===== config.mk =====
export PLATFORM = sky130hd
export DESIGN_NAME = fnn_act_collect
export DESIGN_NICKNAME = d
export VERILOG_FILES = /design/src/rtl/fnn_pkg.sv /design/src/rtl/fnn_act_requant.sv /design/src/rtl/fnn_act_collect.sv
export SDC_FILE = /design/constraint.sdc
export NUM_CORES = 1
export LEC_CHECK = 0
export BUFFER_PORTS_ARGS = -buffer_cell sky130_fd_sc_hd__buf_2
export CAP_MARGIN = 20
export CORE_MARGIN = 3
export CORE_UTILIZATION = 24
export CTS_BUF_LIST = sky130_fd_sc_hd__clkbuf_4
export CTS_CLUSTER_DIAMETER = 30
export DETAILED_ROUTE_END_ITERATION = 8
export PLACE_DENSITY = 0.43
export SLEW_MARGIN = 10
export SYNTH_ARGS = -nofsm -noshare
export SYNTH_HDL_FRONTEND = slang
export SYNTH_SLANG_ARGS = --single-unit

===== constraint.sdc =====
create_clock -name clk -period 2.8 [get_ports clk]
set_clock_uncertainty 0.2 [all_clocks]
set_input_delay 0.28 -clock clk [delete_from_list [all_inputs] [get_ports clk]]
set_output_delay 0.28 -clock clk [all_outputs]
set_load 0.02 [all_outputs]

===== src/rtl/fnn_pkg.sv =====
// rtl/fnn_pkg.sv - shared widths, state enum and sign-magnitude helper for the FNN datapath
// Contents:
//   ACT_W      activation byte width (sign-magnitude, 8 bits)
//   ACC_W      MAC accumulator width (sign-magnitude, 21 bits)
//   state_t    collector FSM states
//   sm_to_tc   sign-magnitude to two's complement; negative zero maps to 0
package fnn_pkg;

  localparam int ACT_W = 8;
  localparam int ACC_W = 21;

  typedef enum logic {
    COLLECT = 1'b0,
    HOLD    = 1'b1
  } state_t;

  function automatic logic signed [ACC_W-1:0] sm_to_tc(input logic [ACC_W-1:0] sm);
    logic signed [ACC_W-1:0] mag;
    // Zero-extended magnitude always fits as a positive value, so negation
    // cannot overflow, and -0 naturally yields 0.
    mag = $signed({1'b0, sm[ACC_W-2:0]});
    return sm[ACC_W-1] ? -mag : mag;
  endfunction

endpackage


===== src/rtl/fnn_act_requant.sv =====
// rtl/fnn_act_requant.sv - ReLU, right-shift requantization and saturation to one activation byte
// Ports:
//   acc  in   ACC_W  sign-magnitude accumulator (MSB = sign)
//   act  out  ACT_W  sign-magnitude activation; sign bit is always 0
// Parameter:
//   SHIFT  right-shift applied to the magnitude before saturation
module fnn_act_requant
  import fnn_pkg::*;
#(
  parameter int SHIFT = 6
) (
  input  logic [ACC_W-1:0] acc,
  output logic [ACT_W-1:0] act
);

  logic [ACC_W-2:0] m;

  assign m = acc[ACC_W-2:0] >> SHIFT;

  always_comb begin
    act = '0;
    // Any negative input, including negative zero, is clipped to 0 by ReLU.
    if (!acc[ACC_W-1]) begin
      if (m > (ACC_W-1)'(127)) begin
        act = 8'h7F;
      end else begin
        act = {1'b0, m[6:0]};
      end
    end
  end

endmodule


===== src/rtl/fnn_act_collect.sv =====
// rtl/fnn_act_collect.sv - collects requantized neuron results into one activation vector with argmax
// Ports:
//   clk, rst_n   clock, asynchronous active-low reset
//   in_valid     accumulator beat valid
//   in_ready     collector accepts a beat (COLLECT state)
//   in_data      21-bit sign-magnitude accumulator
//   out_valid    complete vector available (HOLD state)
//   out_ready    consumer takes the vector
//   out_act      NUM_NEURONS activation bytes, neuron i at bits 8i+7:8i
//   out_argmax   index of the largest signed accumulator of the vector
module fnn_act_collect
  import fnn_pkg::*;
#(
  parameter int NUM_NEURONS = 62,
  parameter int SHIFT       = 6,
  parameter int IDX_W       = 6
) (
  input  logic                         clk,
  input  logic                         rst_n,
  input  logic                         in_valid,
  output logic                         in_ready,
  input  logic [ACC_W-1:0]             in_data,
  output logic                         out_valid,
  input  logic                         out_ready,
  output logic [NUM_NEURONS*ACT_W-1:0] out_act,
  output logic [IDX_W-1:0]             out_argmax
);

  state_t                         state_q;
  state_t                         state_n;
  logic [IDX_W-1:0]               cnt_q;
  logic [NUM_NEURONS*ACT_W-1:0]   act_q;
  logic signed [ACC_W-1:0]        max_val_q;
  logic [IDX_W-1:0]               max_idx_q;
  logic signed [ACC_W-1:0]        cur_val;
  logic [ACT_W-1:0]               act_byte;
  logic                           accept;
  logic                           release_vec;
  logic                           last_beat;

  fnn_act_requant #(
    .SHIFT (SHIFT)
  ) u_requant (
    .acc (in_data),
    .act (act_byte)
  );

  // Handshake strobes are decoded from registered state only, so neither
  // in_valid nor out_ready reaches an output combinationally.
  assign in_ready    = (state_q == COLLECT);
  assign out_valid   = (state_q == HOLD);
  assign accept      = in_valid && in_ready;
  assign release_vec = out_valid && out_ready;
  assign last_beat   = (cnt_q == IDX_W'(NUM_NEURONS - 1));
  assign cur_val     = sm_to_tc(in_data);

  assign out_act     = act_q;
  assign out_argmax  = max_idx_q;

  always_ff @(posedge clk or negedge rst_n) begin
    if (!rst_n) begin
      state_q <= COLLECT;
    end else begin
      state_q <= state_n;
    end
  end

  always_comb begin
    state_n = state_q;
    case (state_q)
      COLLECT: if (accept && last_beat) state_n = HOLD;
      HOLD:    if (release_vec)         state_n = COLLECT;
      default:                          state_n = COLLECT;
    endcase
  end

  // The counter parks on the last slot while the vector is held and is
  // cleared by the output handshake.
  always_ff @(posedge clk or negedge rst_n) begin
    if (!rst_n) begin
      cnt_q <= '0;
    end else if (release_vec) begin
      cnt_q <= '0;
    end else if (accept && !last_beat) begin
      cnt_q <= cnt_q + 1'b1;
    end
  end

  // Slot 0 always loads the tracker; later slots replace it only when
  // strictly larger, so ties keep the lowest index.
  always_ff @(posedge clk or negedge rst_n) begin
    if (!rst_n) begin
      max_val_q <= '0;
      max_idx_q <= '0;
    end else if (release_vec) begin
      max_val_q <= '0;
      max_idx_q <= '0;
    end else if (accept && ((cnt_q == '0) || (cur_val > max_val_q))) begin
      max_val_q <= cur_val;
      max_idx_q <= cnt_q;
    end
  end

  // The packing register is not cleared between vectors; each slot is
  // simply overwritten as its new beat arrives.
  always_ff @(posedge clk or negedge rst_n) begin
    if (!rst_n) begin
      act_q <= '0;
    end else begin
      for (int i = 0; i < NUM_NEURONS; i++) begin
        if (accept && (cnt_q == IDX_W'(i))) begin
          act_q[i*ACT_W +: ACT_W] <= act_byte;
        end
      end
    end
  end

endmodule


==> parameters.txt <==
Parameter                              Value

Run status
  Result of the run    finished, violations left
  Failing checks    setup timing

Yosys
  Synthesized cell area    0.0204 sq mm
  Main flop type after synthesis    sky130_fd_sc_hd__dfrtp_1
  Cell taking the most area after synthesis    sky130_fd_sc_hd__dfrtp_1
  Most common cell in the netlist    sky130_fd_sc_hd__dfrtp_1
  Gate Count Post-Synth    1536
  Unique cell type count in the Yosys netlist    49
  Synth warnings    0
  Post-synth top area share    57.3%
  Post-synthesis average cell area    13.3 sq um
  Cell types with the highest counts after synthesis    sky130_fd_sc_hd__dfrtp_1 (468), sky130_fd_sc_hd__mux2_4 (280), sky130_fd_sc_hd__nand2_1 (226)
  EDFF count, synth    0
  Leading post-synthesis cells by cell area    sky130_fd_sc_hd__dfrtp_1 (57%), sky130_fd_sc_hd__mux2_4 (21%), sky130_fd_sc_hd__nand2_1 (4.2%)
  Share of flip-flops with an asynchronous set or reset    100%
  Flip-flop and latch count after synthesis    468
  Portion of the post-synthesis area used by sequential elements    57.3%

Routing
  Vias per Instance    4.12
  Post-DR wirelength/cell    20.2 microns
  Post-route DRC violation count    0
  Final Routed Wirelength    70.7 mm
  Routed via count    14400
  Length of the first detailed-routing pass in iterations    5
  Drt initial violations    590
  Number of nets with antenna violations after routing    0

Worst setup path
  Required time reported for the critical path endpoint    3.39 ns
  Worst path arrival time    3.68 ns
  Setup crit end kind    register
  Startpoint Class    input pin
  Highest net fanout along the worst path    8
  Type of the worst setup path    input pin to register

CTS
  Clock network latency to the later pin of the worst-skew pair    0.95 ns
  CTS Root Buffer Type    sky130_fd_sc_hd__clkbuf_4
  Number of clock sinks    468
  Clock-pin slew reported for the worst setup and hold paths after clock tree synthesis    0.06 ns
  Maximum clock path buffer count    3
  CTS tree    done
  # H-tree levels    4
  Number of CTS-inserted buffers    143

Timing
  FMAX    323 MHz
  Setup repair after global routing missed its margin    yes
  Hold Vio Cnt, Final    0
  Worst Slack Setup Final    -0.295 ns
  Period utilisation layout    111%
  Minimum clock period after layout    3.10 ns
  Worst hold-check slack    0.184 ns
  Measured slew at the worst slew-check pin    0.686 ns
  Worst max-slew margin expressed relative to the limit    54.1%
  Setup-failing EPs final    27
  Total count of max-transition violations in the final report    0
  Final total negative setup slack    -6.55 ns

Die
  Area of the die    0.0887 sq mm
  Floorplan Core Area    0.0840 sq mm
  Starting Density    24.3%
  Row Count    106
  Die Width    298 microns
  Number of top-level design ports    529
  Chip height    298 microns

GRT
  Wire length of the first global-routing pass    105 mm
  Total routing usage reported by global routing    15.8%
  Pin count of the biggest net entering global routing    75
  Global route total overflow    0
  Number of antenna violations at the first check in global routing    2
  Via count of the first global-routing pass    15500

Placement
  Count of input and output buffers    466
  Setup slack after placement    -1.28 ns
  Routability congestion estimate from global placement    0.781
  Cell Count Post-Placement    3198
  HPWL after DPL    49.8 mm
  Placement Cell Area    0.0249 sq mm

Min path
  Worst hold-check path type    input pin to register

Power and ir drop
  Overall power after layout    26.5 mW
  Leakage    14.3 nW
  Max rail drop VDD    0.430 mV
  Power density normalized to cell area    967 mW/mm^2

Finish
  Share of cells above drive strength 1    50.2%
  Final non-filler cell area    0.0274 sq mm
  Cell Count, Final, Fillers Out    3501
  Total Nets Final    2313
  Final cell utilization of the core    32.7%
  Area Growth Syn to Fin    34.1%

Run
  Max-cap check violation count    0
[area by class of cell]
cell class                      count  area [sq um]
Multi-Input combinational cell    954          8030
Tap cell                         1134          1420
Inverter                           30           113
Sequential cell                   468         11700
Clock inverter                     43           295
Antenna cell                        6          15.0
Timing Repair Buffer              665          4330
Fill cell                        8513         56500
Clock buffer                      201          1510
[logic make-up after synthesis]
| logic type | Yosys count | synth area share, % |
|---|---|---|
| buf+inv | 175 | 5.56 |
| compound gates | 197 | 5.25 |
| other cells | 1 | 0.0183 |
| simple gates | 341 | 7.49 |
| fa+ha+maj | 26 | 1.59 |
| mux | 307 | 21.9 |
| flops | 468 | 57.3 |
| xor+xnor | 21 | 0.900 |
[power breakdown]
part / total [mW] / internal (mW) / leakage, nW / switching, mW
combinational: 9.80 / 4.09 / 7.02 / 5.71
clock: 6.75 / 3.67 / 1.07 / 3.09
sequential: 9.96 / 8.76 / 6.24 / 1.21
total: 26.5 / 16.5 / 14.3 / 10.0
[per-layer routing]
| metal | share of wire [%] | GRT usage (%) | vias up | routed length [microns] |
|---|---|---|---|---|
| li1 | - | - | 6628 | - |
| met1 | 44 | 20.0 | 7198 | 31000 |
| met2 | 46 | 25.1 | 522 | 32900 |
| met3 | 8.1 | 5.98 | 87 | 5740 |
| met4 | 1.5 | 4.35 | 0 | 1090 |
| met5 | 0 | 0 | - | 0 |
[critical path, stage by stage]
cell and delay (ns):
sky130_fd_sc_hd__buf_6 0.09, sky130_fd_sc_hd__or4_4 0.52, sky130_fd_sc_hd__or4_4 0.56, sky130_fd_sc_hd__o31ai_4 0.26, sky130_fd_sc_hd__xnor2_2 0.11, sky130_fd_sc_hd__ha_1 0.34
sky130_fd_sc_hd__nand4_1 0.19, sky130_fd_sc_hd__nor3_1 0.08, sky130_fd_sc_hd__a221oi_1 0.34, sky130_fd_sc_hd__o21ai_2 0.13, sky130_fd_sc_hd__a211oi_4 0.30, sky130_fd_sc_hd__buf_6 0.18
sky130_fd_sc_hd__mux2_4 0.29
[sequential cells by signal (all words and copies together) (netlist names)]
name	flops
out_valid	1
out_argmax	6
max_val_q	21
cnt_q	6
out_act	434
[placed cells by master, fill, tap and decap left out, types with 3 or more instances in the layout]
cell                              n
sky130_fd_sc_hd__or3_1            4
sky130_fd_sc_hd__o31ai_1          3
sky130_fd_sc_hd__dfrtp_1        468
sky130_fd_sc_hd__nor2_1          32
sky130_fd_sc_hd__buf_12          26
sky130_fd_sc_hd__buf_6            7
sky130_fd_sc_hd__o21ai_0         22
sky130_fd_sc_hd__dlygate4sd3_1   45
sky130_fd_sc_hd__o21ai_1        142
sky130_fd_sc_hd__a21oi_1         12
sky130_fd_sc_hd__bufinv_16        4
sky130_fd_sc_hd__nor3_1           4
sky130_fd_sc_hd__conb_1          62
sky130_fd_sc_hd__mux2i_1         23
sky130_fd_sc_hd__ha_1            25
sky130_fd_sc_hd__buf_4          120
sky130_fd_sc_hd__nor2_2          20
sky130_fd_sc_hd__or2_2            8
sky130_fd_sc_hd__clkinv_1        24
sky130_fd_sc_hd__clkinv_2        10
sky130_fd_sc_hd__nand4_1          6
sky130_fd_sc_hd__xnor2_1         15
sky130_fd_sc_hd__nand3_1          4
sky130_fd_sc_hd__diode_2          6
sky130_fd_sc_hd__nor2b_1          3
sky130_fd_sc_hd__nand2_1        226
sky130_fd_sc_hd__inv_1           30
sky130_fd_sc_hd__or4_4            3
sky130_fd_sc_hd__xnor2_2          4
sky130_fd_sc_hd__o31ai_4          4
sky130_fd_sc_hd__and2_1           6
sky130_fd_sc_hd__clkinvlp_4       3
sky130_fd_sc_hd__and3_1           3
sky130_fd_sc_hd__clkbuf_4       201
sky130_fd_sc_hd__nor2_4          14
sky130_fd_sc_hd__buf_2          464
sky130_fd_sc_hd__mux2_4         283
[final timing paths]
path,slack [ns],start,cells after the start,endpoint
worst max-delay path,-0.30,in_data[7],13,max_val_q[0]$_DFFE_PN0P_
worst min-delay path,0.18,in_data[20],5,out_act[344]$_DFFE_PN0P_
worst max register to register,0.17,cnt_q[0]$_DFFE_PN0P_,8,max_val_q[0]$_DFFE_PN0P_
worst min register to register,0.28,out_act[385]$_DFFE_PN0P_,2,out_act[385]$_DFFE_PN0P_
max in group asynchronous,1.47,rst_n,4,max_val_q[7]$_DFFE_PN0P_
min in group asynchronous,0.43,rst_n,4,out_act[456]$_DFFE_PN0P_
[repair_timing]
item / CTS / global route
endpoints found under the hold margin: 792 / 0
resized for setup: 23 / 7
buffers inserted: 5 / 2
pin swaps: 18 / 3
gates cloned: 0 / 0
endpoints found under the setup margin: 25 / 27
hold buffers: 46 / 0
(Power assumes the default switching activity.)
